$ cat src/rtl/pipelined_addsub.sv
`default_nettype none
// ============================================================================
// Module   : pipelined_addsub
// Brief    : Digit-serial pipelined adder/subtractor with valid/ready flow.
// Revision : 1.0
// ============================================================================
module pipelined_addsub #(
    parameter int WIDTH = 16,
    parameter int DIGIT = 4
) (
    input  logic             clk,
    input  logic             rst,
    input  logic             in_valid,
    output logic             in_ready,
    input  logic [WIDTH-1:0] a,
    input  logic [WIDTH-1:0] b,
    input  logic             cin,
    input  logic             sub,
    output logic             out_valid,
    input  logic             out_ready,
    output logic [WIDTH-1:0] s,
    output logic             c,
    output logic             ovf
);
    localparam int STAGES = WIDTH / DIGIT;

    if (WIDTH < 2 || DIGIT < 1 || (WIDTH % DIGIT) != 0) begin : g_param_check
        $error("pipelined_addsub: WIDTH must be >= 2 and a multiple of DIGIT");
    end

    logic [WIDTH-1:0]  w_b_eff;
    logic              w_c_eff;
    logic [STAGES-1:0] r_valid;
    logic [STAGES-1:0] w_vin;
    logic [STAGES:0]   w_open;

    assign w_b_eff = b ^ {WIDTH{sub}};
    assign w_c_eff = cin ^ sub;

    // w_open[k]: stage k may capture this cycle (empty or draining downstream)
    always_comb begin
        w_open[STAGES] = out_ready;
        for (int k = STAGES - 1; k >= 0; k--) begin
            w_open[k] = ~r_valid[k] | w_open[k+1];
        end
    end

    always_comb begin
        w_vin[0] = in_valid;
        for (int k = 1; k < STAGES; k++) begin
            w_vin[k] = r_valid[k-1];
        end
    end

    always_ff @(posedge clk or negedge rst) begin
        if (!rst) begin
            r_valid <= '0;
        end else begin
            r_valid <= (w_open[STAGES-1:0] & w_vin) | (~w_open[STAGES-1:0] & r_valid);
        end
    end

    assign in_ready  = rst & w_open[0];
    assign out_valid = r_valid[STAGES-1];

    // Non-final stages: resolved low sum bits grow, unresolved operand bits shrink.
    for (genvar k = 0; k < STAGES - 1; k++) begin : g_stage
        localparam int LO_BITS = (k + 1) * DIGIT;

        logic [LO_BITS-1:0]             r_sum;
        logic [WIDTH-LO_BITS-1:0]       r_a;
        logic [WIDTH-LO_BITS-1:0]       r_b;
        logic                           r_cy;
        logic [WIDTH-LO_BITS+DIGIT-1:0] w_a_in;
        logic [WIDTH-LO_BITS+DIGIT-1:0] w_b_in;
        logic                           w_c_in;
        logic [LO_BITS-1:0]             w_sum_next;
        logic [DIGIT:0]                 w_dig;

        assign w_dig = {1'b0, w_a_in[DIGIT-1:0]} + {1'b0, w_b_in[DIGIT-1:0]}
                     + {{DIGIT{1'b0}}, w_c_in};

        if (k == 0) begin : g_src
            assign w_a_in     = a;
            assign w_b_in     = w_b_eff;
            assign w_c_in     = w_c_eff;
            assign w_sum_next = w_dig[DIGIT-1:0];
        end else begin : g_src
            assign w_a_in     = g_stage[k-1].r_a;
            assign w_b_in     = g_stage[k-1].r_b;
            assign w_c_in     = g_stage[k-1].r_cy;
            assign w_sum_next = {w_dig[DIGIT-1:0], g_stage[k-1].r_sum};
        end

        always_ff @(posedge clk or negedge rst) begin
            if (!rst) begin
                r_sum <= '0;
                r_a   <= '0;
                r_b   <= '0;
                r_cy  <= 1'b0;
            end else if (w_open[k] && w_vin[k]) begin
                r_sum <= w_sum_next;
                r_a   <= w_a_in[WIDTH-LO_BITS+DIGIT-1:DIGIT];
                r_b   <= w_b_in[WIDTH-LO_BITS+DIGIT-1:DIGIT];
                r_cy  <= w_dig[DIGIT];
            end
        end
    end

    logic [DIGIT-1:0] w_a_last;
    logic [DIGIT-1:0] w_b_last;
    logic             w_c_last;
    logic [DIGIT:0]   w_dig_last;
    logic [WIDTH-1:0] w_s_next;
    logic             w_ovf_next;
    logic [WIDTH-1:0] r_s;
    logic             r_c;
    logic             r_ovf;

    if (STAGES == 1) begin : g_last_src
        assign w_a_last = a;
        assign w_b_last = w_b_eff;
        assign w_c_last = w_c_eff;
        assign w_s_next = w_dig_last[DIGIT-1:0];
    end else begin : g_last_src
        assign w_a_last = g_stage[STAGES-2].r_a;
        assign w_b_last = g_stage[STAGES-2].r_b;
        assign w_c_last = g_stage[STAGES-2].r_cy;
        assign w_s_next = {w_dig_last[DIGIT-1:0], g_stage[STAGES-2].r_sum};
    end

    assign w_dig_last = {1'b0, w_a_last} + {1'b0, w_b_last} + {{DIGIT{1'b0}}, w_c_last};
    // Carry into the MSB is recovered as a ^ b ^ sum at that bit position.
    assign w_ovf_next = w_a_last[DIGIT-1] ^ w_b_last[DIGIT-1]
                      ^ w_dig_last[DIGIT-1] ^ w_dig_last[DIGIT];

    always_ff @(posedge clk or negedge rst) begin
        if (!rst) begin
            r_s   <= '0;
            r_c   <= 1'b0;
            r_ovf <= 1'b0;
        end else if (w_open[STAGES-1] && w_vin[STAGES-1]) begin
            r_s   <= w_s_next;
            r_c   <= w_dig_last[DIGIT];
            r_ovf <= w_ovf_next;
        end
    end

    assign s   = r_s;
    assign c   = r_c;
    assign ovf = r_ovf;

endmodule
`default_nettype wire
$ cat config.mk
export PLATFORM = sky130hd
export DESIGN_NAME = pipelined_addsub
export DESIGN_NICKNAME = d
export VERILOG_FILES = /design/src/rtl/pipelined_addsub.sv
export SDC_FILE = /design/constraint.sdc
export NUM_CORES = 1
export LEC_CHECK = 0
export ABC_AREA = 1
export BUFFER_PORTS_ARGS = -buffer_cell sky130_fd_sc_hd__clkbuf_2
export CAP_MARGIN = 10
export CORE_MARGIN = 1.5
export CORE_UTILIZATION = 50
export CTS_CLUSTER_DIAMETER = 150
export DETAILED_ROUTE_END_ITERATION = 8
export GPL_ROUTABILITY_DRIVEN = 0
export MAX_ROUTING_LAYER = met4
export PLACE_DENSITY_LB_ADDON = 0.08
export SYNTH_ARGS = -nofsm -noshare
export SYNTH_HDL_FRONTEND = slang
export SYNTH_SLANG_ARGS = --single-unit
$ cat constraint.sdc
create_clock -name clk -period 1.7 [get_ports clk]
set_clock_uncertainty 0.05 [all_clocks]
set_input_delay 0.34 -clock clk [delete_from_list [all_inputs] [get_ports clk]]
set_output_delay 0.34 -clock clk [all_outputs]
set_load 0.01 [all_outputs]
## After elaboration in Yosys (flattened, before gate mapping)

Index checks and enable logic that the tools add are counted.

| word-level totals | value |
|---|---|
| bits in registers | 97 |
| output and inout bits | 20 |

| cells by class | value |
|---|---|
| add/sub/neg operators | 8 |
| bitwise gates (word level) | 18 |
| reductions and logical operators | 4 |

Operators by type and width:

| kind | number |
|---|---|
| adder 4 x 4 -> 5 bit | 4 |
| adder 5 x 1 -> 5 bit | 4 |
| XOR 16 bit | 1 |
| AND 4 bit | 2 |
| logical AND 1 bit | 4 |
| inverter 1 bit | 4 |
| inverter 4 bit | 1 |
| OR 1 bit | 4 |
| OR 4 bit | 1 |
| XOR 1 bit | 4 |
| AND 1 bit | 1 |

## Logic depth before layout (Yosys ltp)

Gate-level depths: netlist of run 1.

| depth | value |
|---|---|
| word-level depth | 8 |
| depth in mapped cells | 11 |

## Least setup slack after synthesis of run 1

Ideal clock, no wire load.

| path | value |
|---|---|
| kind | in2reg |
| start point | input port sub |
| end point | register g_stage[0].r_sum[1] |
| library setup time | 0.065 ns |
| arrival | 1.943 ns |
| data required time | 1.585 ns |
| slack | -0.358 ns |
| stages on the path | 8 |
| cells stage by stage | buf_2 > buf_4 > xor2_1 > fa_1 > inv_1 > fa_1 > nand3b_1 > nand2_1 |

| between the ends | value |
|---|---|
| word-level cells in the longest chain between the ends | 3 |
| elaborated cells on any way between the ends | 4 |

RTL lines:

| what | line | RTL |
|---|---|---|
| start, declared | 18 | `input logic sub,` |
| XOR 16 bit | 37 | `assign w_b_eff = b ^ {WIDTH{sub}};` |
| adder 4 x 4 -> 5 bit | 80 | `assign w_dig = {1'b0, w_a_in[DIGIT-1:0]} + {1'b0, w_b_in[DIGIT-1:0]}` |
| adder 5 x 1 -> 5 bit (*) | 81 | `+ {{DIGIT{1'b0}}, w_c_in};` |
| end signal, assigned | 102 | `r_sum <= w_sum_next;` |
| end, declared | 70 | `logic [LO_BITS-1:0] r_sum;` |

Mark *: on every way between the ends. The rest lies on a longest branch, timed or not.
A chain may end at the register's enable or synchronous reset.

==> flow_metrics.py, run 1 <==
metrics = {
    "die": {
        "start_util_pct": 51.6,
        "rows": 34,
        "coreArea_sq_um": 8680,
        "io_pins": 58,
        "fp.dieH_um": 97.6,
        "die_w_um": 97.6,
        "die-area_sq_um": 9520,
    },
    "timing": {
        "rsz0062_at_grt": "true",
        "worst_pin_slew_ns": 0.503,
        "setup-violations-final": 0,
        "finalWorstSetupSlack_ns": 0.0366,
        "slew_headroom_pct": 66.5,
        "fmax_mhz": 601,
        "fin_hold_ws_ns": -0.00866,
        "setup_tns_ns": 0,
        "hold_violations": 25,
        "min_period_ns": 1.66,
        "slew_viol_final": 0,
        "post-route-period-util_pct": 97.8,
    },
    "worst_setup_path": {
        "cp-end-kind": "output port",
        "r2r-start": "g_stage[2].r_a[0]",
        "path_class": "reg2out",
        "arrival_ns": 1.27,
        "cp.required_ns": 1.31,
        "start_kind": "flop",
        "path_max_fanout": 4,
    },
    "synth": {
        "mappedNetlistArea_sq_um": 4470,
        "syn_nets": 565,
        "avgSynthCellArea_sq_um": 8.83,
        "async_flop_share_pct": 100,
        "ys_warn_count": 0,
        "synth_top_cell_area_share_pct": 54.3,
        "syn_inst": 507,
        "ys.flop_type": "dfrtp_1",
        "ys_types": 24,
        "synth_top_area_cell": "dfrtp_1",
        "ys_top_cells_by_area": "dfrtp_1 (54%), nand2_1 (18%), nand3_1 (4.4%)",
        "ys_ff_latch": 97,
        "yosysSeqAreaShare_pct": 54.3,
        "synth_edf_count": 0,
    },
    "finish": {
        "areaGrowthSynthToFinish_pct": 15.9,
        "drive_gt1_share_pct": 19.9,
        "insertedDiodeCount": 0,
        "nNetsFinal": 627,
        "mostFrequentLayoutCell": "nand2_1",
        "final_util_pct": 59.8,
        "mostFrequentLayoutCells": "nand2_1 (208), dfrtp_1 (97), clkbuf_2 (56)",
    },
    "global_routing": {
        "track_usage_pct": 19.9,
        "grt_first_pass_wirelength_mm": 14.9,
        "antenna_found_initial": 0,
        "grt_max_degree": 98,
        "grt_overflow": 0,
        "first_global_vias": 3392,
    },
    "power_and_ir_drop": {
        "p_leak_nw": 2.81,
        "ir_drop_uv": 465,
        "powerDensity_nw_per_um2": 1420,
    },
    "clock_tree": {
        "cts_buffer_depth": 2,
        "cts_tree": "built",
        "htreeDepth": 3,
        "numCtsBuffers": 9,
        "cts_root_buf": "clkbuf_8",
        "clk_latency_ns": 0.36,
        "clkSlewWorstSetupHoldPaths_ns": 0.09,
        "cts.sinks": 97,
    },
    "detailed_routing": {
        "vias": 3293,
        "met1_length_mm": 4.08,
        "vias_per_cell": 4.83,
        "met2_wirelength_mm": 3.87,
        "routed-wl-met3_um": 226,
        "ant_nets": 0,
        "drc": 0,
        "totalWireLength_mm": 8.31,
        "drt_pass1_iterations": 5,
        "drtIter0Drc": 92,
        "wl_per_cell_um": 12.2,
        "top_layer": "met4",
    },
    "placed_design": {
        "dp_hpwl_mm": 5.76,
        "pre_cts_ws_ns": -0.217,
        "port_buffers": 57,
    },
    "outcome": {
        "outcome": "finished with violations",
        "violations": "negative hold slack",
    },
    "flow_run": {
        "max_cap_violations": 0,
    },
    "hold_path": {
        "min_path_type": "in2async",
    },
}
[cell families (layout without fill, tap and decap cells)]
group / after synthesis / count (layout) / share of synthesized area, %
simple gates: 265 / 265 / 24.0
fa+ha+maj: 20 / 20 / 6.93
compound gates: 42 / 42 / 4.70
buf+inv: 63 / 130 / 6.21
flops: 97 / 97 / 54.3
xor+xnor: 20 / 20 / 3.92
[final cells by class]
cell class	instances	area, sq um
Fill cell	816	3490
Sequential cell	97	2430
Multi-Input combinational cell	347	1810
Timing Repair Buffer	73	433
Clock buffer	12	155
Inverter	41	154
Tap cell	108	135
Clock inverter	4	75.1
[final timing paths]
| path | end | slack, ns | depth (start not counted) |
|---|---|---|---|
| max in group asynchronous | g_stage[0].r_cy | 1.23 | 2 |
| worst max register to register | ovf | 0.07 | 10 |
| worst max-delay path | in_ready | 0.04 | 4 |
| min in group clk | g_stage[0].r_a[10] | 0.16 | 3 |
| worst min register to register | g_stage[2].r_sum[6] | 0.42 | 2 |
| worst min-delay path | s[1] | -0.009 | 2 |
[synthesized netlist by cell type, types with 2 or more instances]
master and instances:
inv_1 38, buf_4 4, nor2_1 8, o21ai_1 9, fa_1 8, xor2_1 18, clkbuf_1 6, nand3_1 39
a21oi_1 5, buf_2 9, xnor2_1 2, nand2_1 209, ha_1 12, buf_6 2, nand3b_1 2, nand4_1 3
dfrtp_1 97, inv_2 3, o21ai_0 28
[worst max-delay path, cell delays in order (launching register included)]
cell and delay, ns:
dfrtp_1 0.41, nand4_1 0.17, nor2_2 0.16, nor2_1 0.05, clkbuf_2 0.12
[report_power, final]
part / switching (W) / internal [W] / leakage (nW) / total (W)
Sequential: 0.000382 / 0.00303 / 1.21 / 0.00341
Clock: 0.000779 / 0.000910 / 0.109 / 0.00169
Combinational: 0.00134 / 0.000950 / 1.49 / 0.00229
[metrics by stage]
step           power, W  area, sq um  instances
2_1_floorplan   0.00496         4520        507
3_3_place_gp    0.00560         4900        661
3_5_place_dp    0.00567         4900        661
4_1_cts         0.00739         5130        677
5_1_grt         0.00801         5190        682
6_report        0.00739         5190        682
[flip-flops by register name (all words and copies together), names as in the netlist, named ones only]
register / flops
c: 1
g_stage.r_a: 24
g_stage.r_b: 24
g_stage.r_cy: 3
g_stage.r_sum: 24
ovf: 1
s: 16
[metal layers]
layer,GRT usage [%],up-vias
li1,-,1710
met1,25.3,1515
met3,2.81,10
met4,7.91,0
met2,32.4,58
met5,-,-
[timing repair]
action	in CTS	in global routing
setup buffers	0	5
endpoints found under the setup margin	4	6
hold buffers	0	0
resized for setup	6	11
endpoints found under the hold margin	0	0
pin swaps	0	7
gates cloned	0	0
Power figures use the tool's default switching activity.
==> run 2: changes to the inputs <==
Settings changed: ABC_AREA 1 to 0.
==> flow_metrics.py, run 2 <==
metrics = {
    "timing": {
        "setup-violations-final": 2,
        "setup_tns_ns": -0.0745,
        "slew_viol_final": 0,
        "hold_violations": 24,
        "fin_hold_ws_ns": -0.0482,
        "slew_headroom_pct": 64.0,
        "finalWorstSetupSlack_ns": -0.0685,
        "rsz0062_at_grt": "true",
        "fmax_mhz": 565,
        "min_period_ns": 1.77,
        "post-route-period-util_pct": 104,
        "worst_pin_slew_ns": 0.540,
    },
    "die": {
        "rows": 33,
        "fp.dieH_um": 96.2,
        "coreArea_sq_um": 8300,
        "die_w_um": 96.2,
        "die-area_sq_um": 9260,
        "io_pins": 58,
        "start_util_pct": 52.4,
    },
    "synth": {
        "mappedNetlistArea_sq_um": 4350,
        "ys_top_cells_by_area": "dfrtp_1 (56%), mux2_2 (15%), fa_1 (3.7%)",
        "yosysSeqAreaShare_pct": 55.9,
        "synth_most_common_cell": "dfrtp_1",
        "ys_ff_latch": 97,
        "syn_inst": 326,
        "synth_top_cell_area_share_pct": 55.9,
        "synth_common_cells": "dfrtp_1 (97), mux2_2 (57), nand2_1 (31)",
        "synth_edf_count": 0,
        "ys_types": 31,
        "avgSynthCellArea_sq_um": 13.3,
        "ys.flop_type": "dfrtp_1",
        "ys_warn_count": 0,
        "syn_nets": 384,
        "synth_top_area_cell": "dfrtp_1",
        "async_flop_share_pct": 100,
    },
    "global_routing": {
        "track_usage_pct": 17.5,
        "grt_max_degree": 98,
        "antenna_found_initial": 0,
        "grt_overflow": 0,
        "grt_first_pass_wirelength_mm": 11.8,
        "first_global_vias": 2536,
    },
    "worst_setup_path": {
        "path_class": "reg2out",
        "cp.required_ns": 1.31,
        "arrival_ns": 1.38,
        "path_max_fanout": 2,
        "r2r-start": "g_stage[2].r_a[0]",
        "cp-end-kind": "output port",
        "start_kind": "flop",
    },
    "clock_tree": {
        "clkSlewWorstSetupHoldPaths_ns": 0.09,
        "cts_buffer_depth": 2,
        "hold_buffers": 0,
        "cts_root_buf": "clkbuf_8",
        "clk_latency_ns": 0.35,
        "htreeDepth": 3,
        "numCtsBuffers": 9,
        "cts_tree": "built",
        "cts.sinks": 97,
    },
    "detailed_routing": {
        "ant_nets": 0,
        "wl_per_cell_um": 13.8,
        "vias_per_cell": 4.93,
        "totalWireLength_mm": 7.09,
        "drtIter0Drc": 116,
        "vias": 2531,
        "drt_pass1_iterations": 4,
        "drc": 0,
    },
    "finish": {
        "areaGrowthSynthToFinish_pct": 19.1,
        "insertedDiodeCount": 0,
        "mostFrequentLayoutCell": "dfrtp_1",
        "fin_area_sq_um": 5170,
        "mostFrequentLayoutCells": "dfrtp_1 (97), mux2_2 (57), clkbuf_2 (55)",
        "nFillCells": 657,
        "final_util_pct": 62.3,
        "fin_cells": 513,
        "drive_gt1_share_pct": 45.3,
        "nNetsFinal": 461,
        "largestRegisters": "g_stage.r_a x24, g_stage.r_b x24, g_stage.r_sum x24",
    },
    "outcome": {
        "violations": "negative hold slack, negative setup slack",
        "outcome": "finished with violations",
    },
    "placed_design": {
        "dp_hpwl_mm": 4.80,
        "port_buffers": 57,
        "dpl-instance-area_sq_um": 4830,
        "dp_cells": 487,
        "pre_cts_ws_ns": -0.187,
    },
    "flow_run": {
        "max_cap_violations": 0,
    },
    "power_and_ir_drop": {
        "p_leak_nw": 2.45,
        "powerDensity_nw_per_um2": 1490,
        "ir_drop_uv": 529,
    },
    "hold_path": {
        "min_path_type": "in2async",
    },
}
## run 2: what timing repair did
item | 4_1_cts | 5_1_grt
setup endpoints to repair | 8 | 7
setup buffers | 7 | 3
resized for setup | 15 | 7
pin swaps | 5 | 8
gates cloned | 0 | 0
endpoints found under the hold margin | 0 | 0
## run 2: cell type report
cell class / count / area, sq um / share of cell area [%]
Multi-Input combinational cell: 200 / 1830 / 35.3
Tap cell: 105 / 131 / 2.54
Clock inverter: 6 / 90.1 / 1.74
Sequential cell: 97 / 2430 / 46.9
Timing Repair Buffer: 79 / 509 / 9.84
Clock buffer: 10 / 128 / 2.47
Inverter: 16 / 60.1 / 1.16
## run 2: routing by layer
| metal | global-route usage (%) | up-vias | share of wire [%] |
|---|---|---|---|
| met1 | 23.5 | 1223 | 50 |
| met3 | 3.24 | 8 | 4.0 |
| li1 | - | 1249 | - |
| met5 | - | - | 0 |
| met2 | 26.4 | 51 | 44 |
| met4 | 6.86 | 0 | 1.3 |
## run 2: through the flow
step | total power, W | hold WS [ns]
floorplan | 0.00516 | -0.00559
global placement | 0.00583 | 0.398
detailed placement | 0.00595 | 0.403
CTS | 0.00773 | 0.00632
global route | 0.00827 | 0.0144
finish | 0.00770 | -0.0482
## run 2: power by group
| part | total, W | switching [W] | internal, W |
|---|---|---|---|
| logic | 0.00252 | 0.00112 | 0.00140 |
| registers | 0.00354 | 0.000442 | 0.00310 |
| clock network | 0.00163 | 0.000793 | 0.000835 |
| total | 0.00770 | 0.00236 | 0.00534 |
## run 2: kinds of logic (layout without fill, tap and decap cells)
| group | Yosys count | count (layout) | share of synthesized area [%] |
|---|---|---|---|
| xor gates and xnor gates | 25 | 25 | 5.04 |
| DFF | 97 | 97 | 55.9 |
| and+or+nand+nor | 48 | 48 | 5.38 |
| muxes | 65 | 65 | 17.5 |
| buffers and inverters | 29 | 111 | 3.54 |
| AOI/OAI and AO/OA | 42 | 42 | 5.50 |
| adders and majority gates | 20 | 20 | 7.14 |
## run 2: path summary, 6_finish.rpt
check                                             end  slack, ns  depth (start not counted)
max in group asynchronous         g_stage[0].r_sum[1]       1.20                          2
max reg2reg                                         c      -0.01                          6
min                        asynchronous set/reset pin      -0.05                          2
min reg2reg                                     s[15]       0.43                          2
min in group clk                    g_stage[0].r_a[9]       0.16                          2
max                                          in_ready      -0.07                          4
## run 2: critical path, stage by stage (launching register included)
cell	delay, ns
dfrtp_1	0.40
nand4b_4	0.12
or2_4	0.26
and2_4	0.14
buf_6	0.11
==> run 3: changes to the inputs <==
Settings changed: BUFFER_PORTS_ARGS -buffer_cell sky130_fd_sc_hd__clkbuf_2 to -buffer_cell sky130_fd_sc_hd__buf_4, PLACE_DENSITY from default to 0.7, PLACE_DENSITY_LB_ADDON 0.08 to default.
==> flow_metrics.py, run 3 (synthesis results as in run 2) <==
metrics = {
    "worst_setup_path": {
        "path_max_fanout": 3,
        "arrival_ns": 1.37,
        "path_class": "reg2out",
        "cpLargestDelayFamily": "simple AND/OR/NAND/NOR gates",
        "cp-end-kind": "output port",
        "r2r-start": "g_stage[2].r_b[0]",
        "cp_slowest_stage_delay_ns": 0.42,
        "path_cells": "nand4b_4 > or2_4 > and2_4 > buf_6",
        "path_buf_inv": 1,
        "slowest_stage": "dfrtp_1",
        "cp.required_ns": 1.31,
        "start_kind": "flop",
    },
    "power_and_ir_drop": {
        "ir_drop_uv": 569,
        "total_power_w": 0.00766,
        "p_leak_nw": 2.48,
        "powerDensity_nw_per_um2": 1440,
    },
    "placed_design": {
        "dp_cells": 487,
        "port_buffers": 57,
        "dp_hpwl_mm": 4.84,
        "pre_cts_ws_ns": -0.177,
    },
    "clock_tree": {
        "cts_buffer_depth": 2,
        "htreeDepth": 3,
        "clk_latency_ns": 0.34,
        "cts_root_buf": "clkbuf_8",
        "numCtsBuffers": 9,
        "clkSlewWorstSetupHoldPaths_ns": 0.09,
        "hold_buffers": 0,
        "cts.sinks": 97,
        "cts_tree": "built",
    },
    "global_routing": {
        "grt_first_pass_wirelength_mm": 11.9,
        "antenna_found_initial": 0,
        "grt_overflow": 0,
        "first_global_vias": 2589,
        "track_usage_pct": 17.4,
        "grt_max_degree": 98,
    },
    "detailed_routing": {
        "wl_per_cell_um": 14.4,
        "ant_nets": 0,
        "drt_pass1_iterations": 4,
        "drtIter0Drc": 51,
        "vias_per_cell": 5.00,
        "totalWireLength_mm": 7.38,
        "vias": 2559,
        "drc": 0,
    },
    "die": {
        "rows": 33,
        "die_w_um": 96.2,
        "io_pins": 58,
        "start_util_pct": 52.4,
        "fp.dieH_um": 96.2,
        "coreArea_sq_um": 8300,
        "die-area_sq_um": 9260,
    },
    "finish": {
        "fin_cells": 512,
        "insertedDiodeCount": 0,
        "mostFrequentLayoutCells": "dfrtp_1 (97), buf_4 (70), mux2_2 (57)",
        "nFillCells": 645,
        "areaGrowthSynthToFinish_pct": 22.3,
        "largestRegisters": "g_stage.r_a x24, g_stage.r_b x24, g_stage.r_sum x24",
        "nNetsFinal": 460,
        "multi_input_area_sq_um": 1840,
        "drive_gt1_share_pct": 45.0,
        "seq_area_sq_um": 2430,
        "mostFrequentLayoutCell": "dfrtp_1",
        "final_util_pct": 64.0,
    },
    "timing": {
        "finalWorstSetupSlack_ns": -0.0578,
        "slew_headroom_pct": 66.7,
        "setup-violations-final": 2,
        "fmax_mhz": 569,
        "min_period_ns": 1.76,
        "hold_violations": 2,
        "post-route-period-util_pct": 103,
        "worst_pin_slew_ns": 0.499,
        "slew_viol_final": 0,
        "rsz0062_at_grt": "true",
        "fin_hold_ws_ns": -0.00525,
    },
    "outcome": {
        "outcome": "finished with violations",
        "violations": "negative hold slack, negative setup slack",
    },
    "hold_path": {
        "min_path_type": "in2async",
    },
    "flow_run": {
        "max_cap_violations": 0,
    },
}
run 3: cell count changes in the layout (fill, tap and decap cells not counted), sizes merged:
cell and delta:
clkbuf -50, buf +52, bufinv -2, clkinvlp +1, clkinv -2
run 3: what timing repair did:
item	in CTS	in global routing
pin swaps	6	9
gates cloned	0	2
resized for setup	14	11
endpoints found under the setup margin	6	11
setup buffers	4	3
run 3: worst paths after layout:
kind	cells after the start	endpoint	slack, ns
min	2	asynchronous set/reset pin	-0.005
max	4	in_ready	-0.06
max in group asynchronous	2	s[15]	1.24
min in group clk	2	flop	0.16
max reg2reg	6	c	0
min reg2reg	2	g_stage[1].r_sum[6]	0.43
run 3: final cells by class:
class | count | share of cell area [%]
repair buffers | 78 | 12.8
clock buffers | 13 | 2.99
inverters | 16 | 1.13
flip-flops and latches | 97 | 45.7
clock inverters | 3 | 0.447
well taps | 105 | 2.47
multi-input cells | 200 | 34.5
run 3: worst reg2reg max path: cells and delay by family (launching register included):
| kind | cells | cell delay (ns) |
|---|---|---|
| simple gates | 1 | 0.13 |
| fa+ha+maj | 2 | 0.61 |
| compound gates | 1 | 0.06 |
| mux | 1 | 0.26 |
| flops | 1 | 0.41 |
| buf+inv | 1 | 0.07 |
run 3: stage by stage:
stage          instance area, sq um  setup TNS (ns)  hold WS [ns]
4_1_cts                        5220          -0.120        0.0108
3_5_place_dp                   4970          -0.698         0.397
6_report                       5320         -0.0626      -0.00525
2_1_floorplan                  4390          -0.591      -0.00559
3_3_place_gp                   4970          -0.403         0.395
5_1_grt                        5320          -0.429        0.0314
run 3: report_power, final:
part	total, W	switching (W)	internal (W)
sequential	0.00354	0.000434	0.00310
combinational	0.00275	0.00118	0.00157
clock	0.00138	0.000761	0.000620
total	0.00766	0.00237	0.00529
run 3: layer usage:
layer / part of all wire, % / wire [um] / track usage [%] / up-vias
met3: 3.4 / 251 / 2.69 / 10
met1: 48 / 3520 / 23.6 / 1252
met2: 48 / 3510 / 26.5 / 46
li1: - / - / - / 1251
met4: 1.2 / 90 / 6.99 / 0
met5: 0 / 0 / - / -
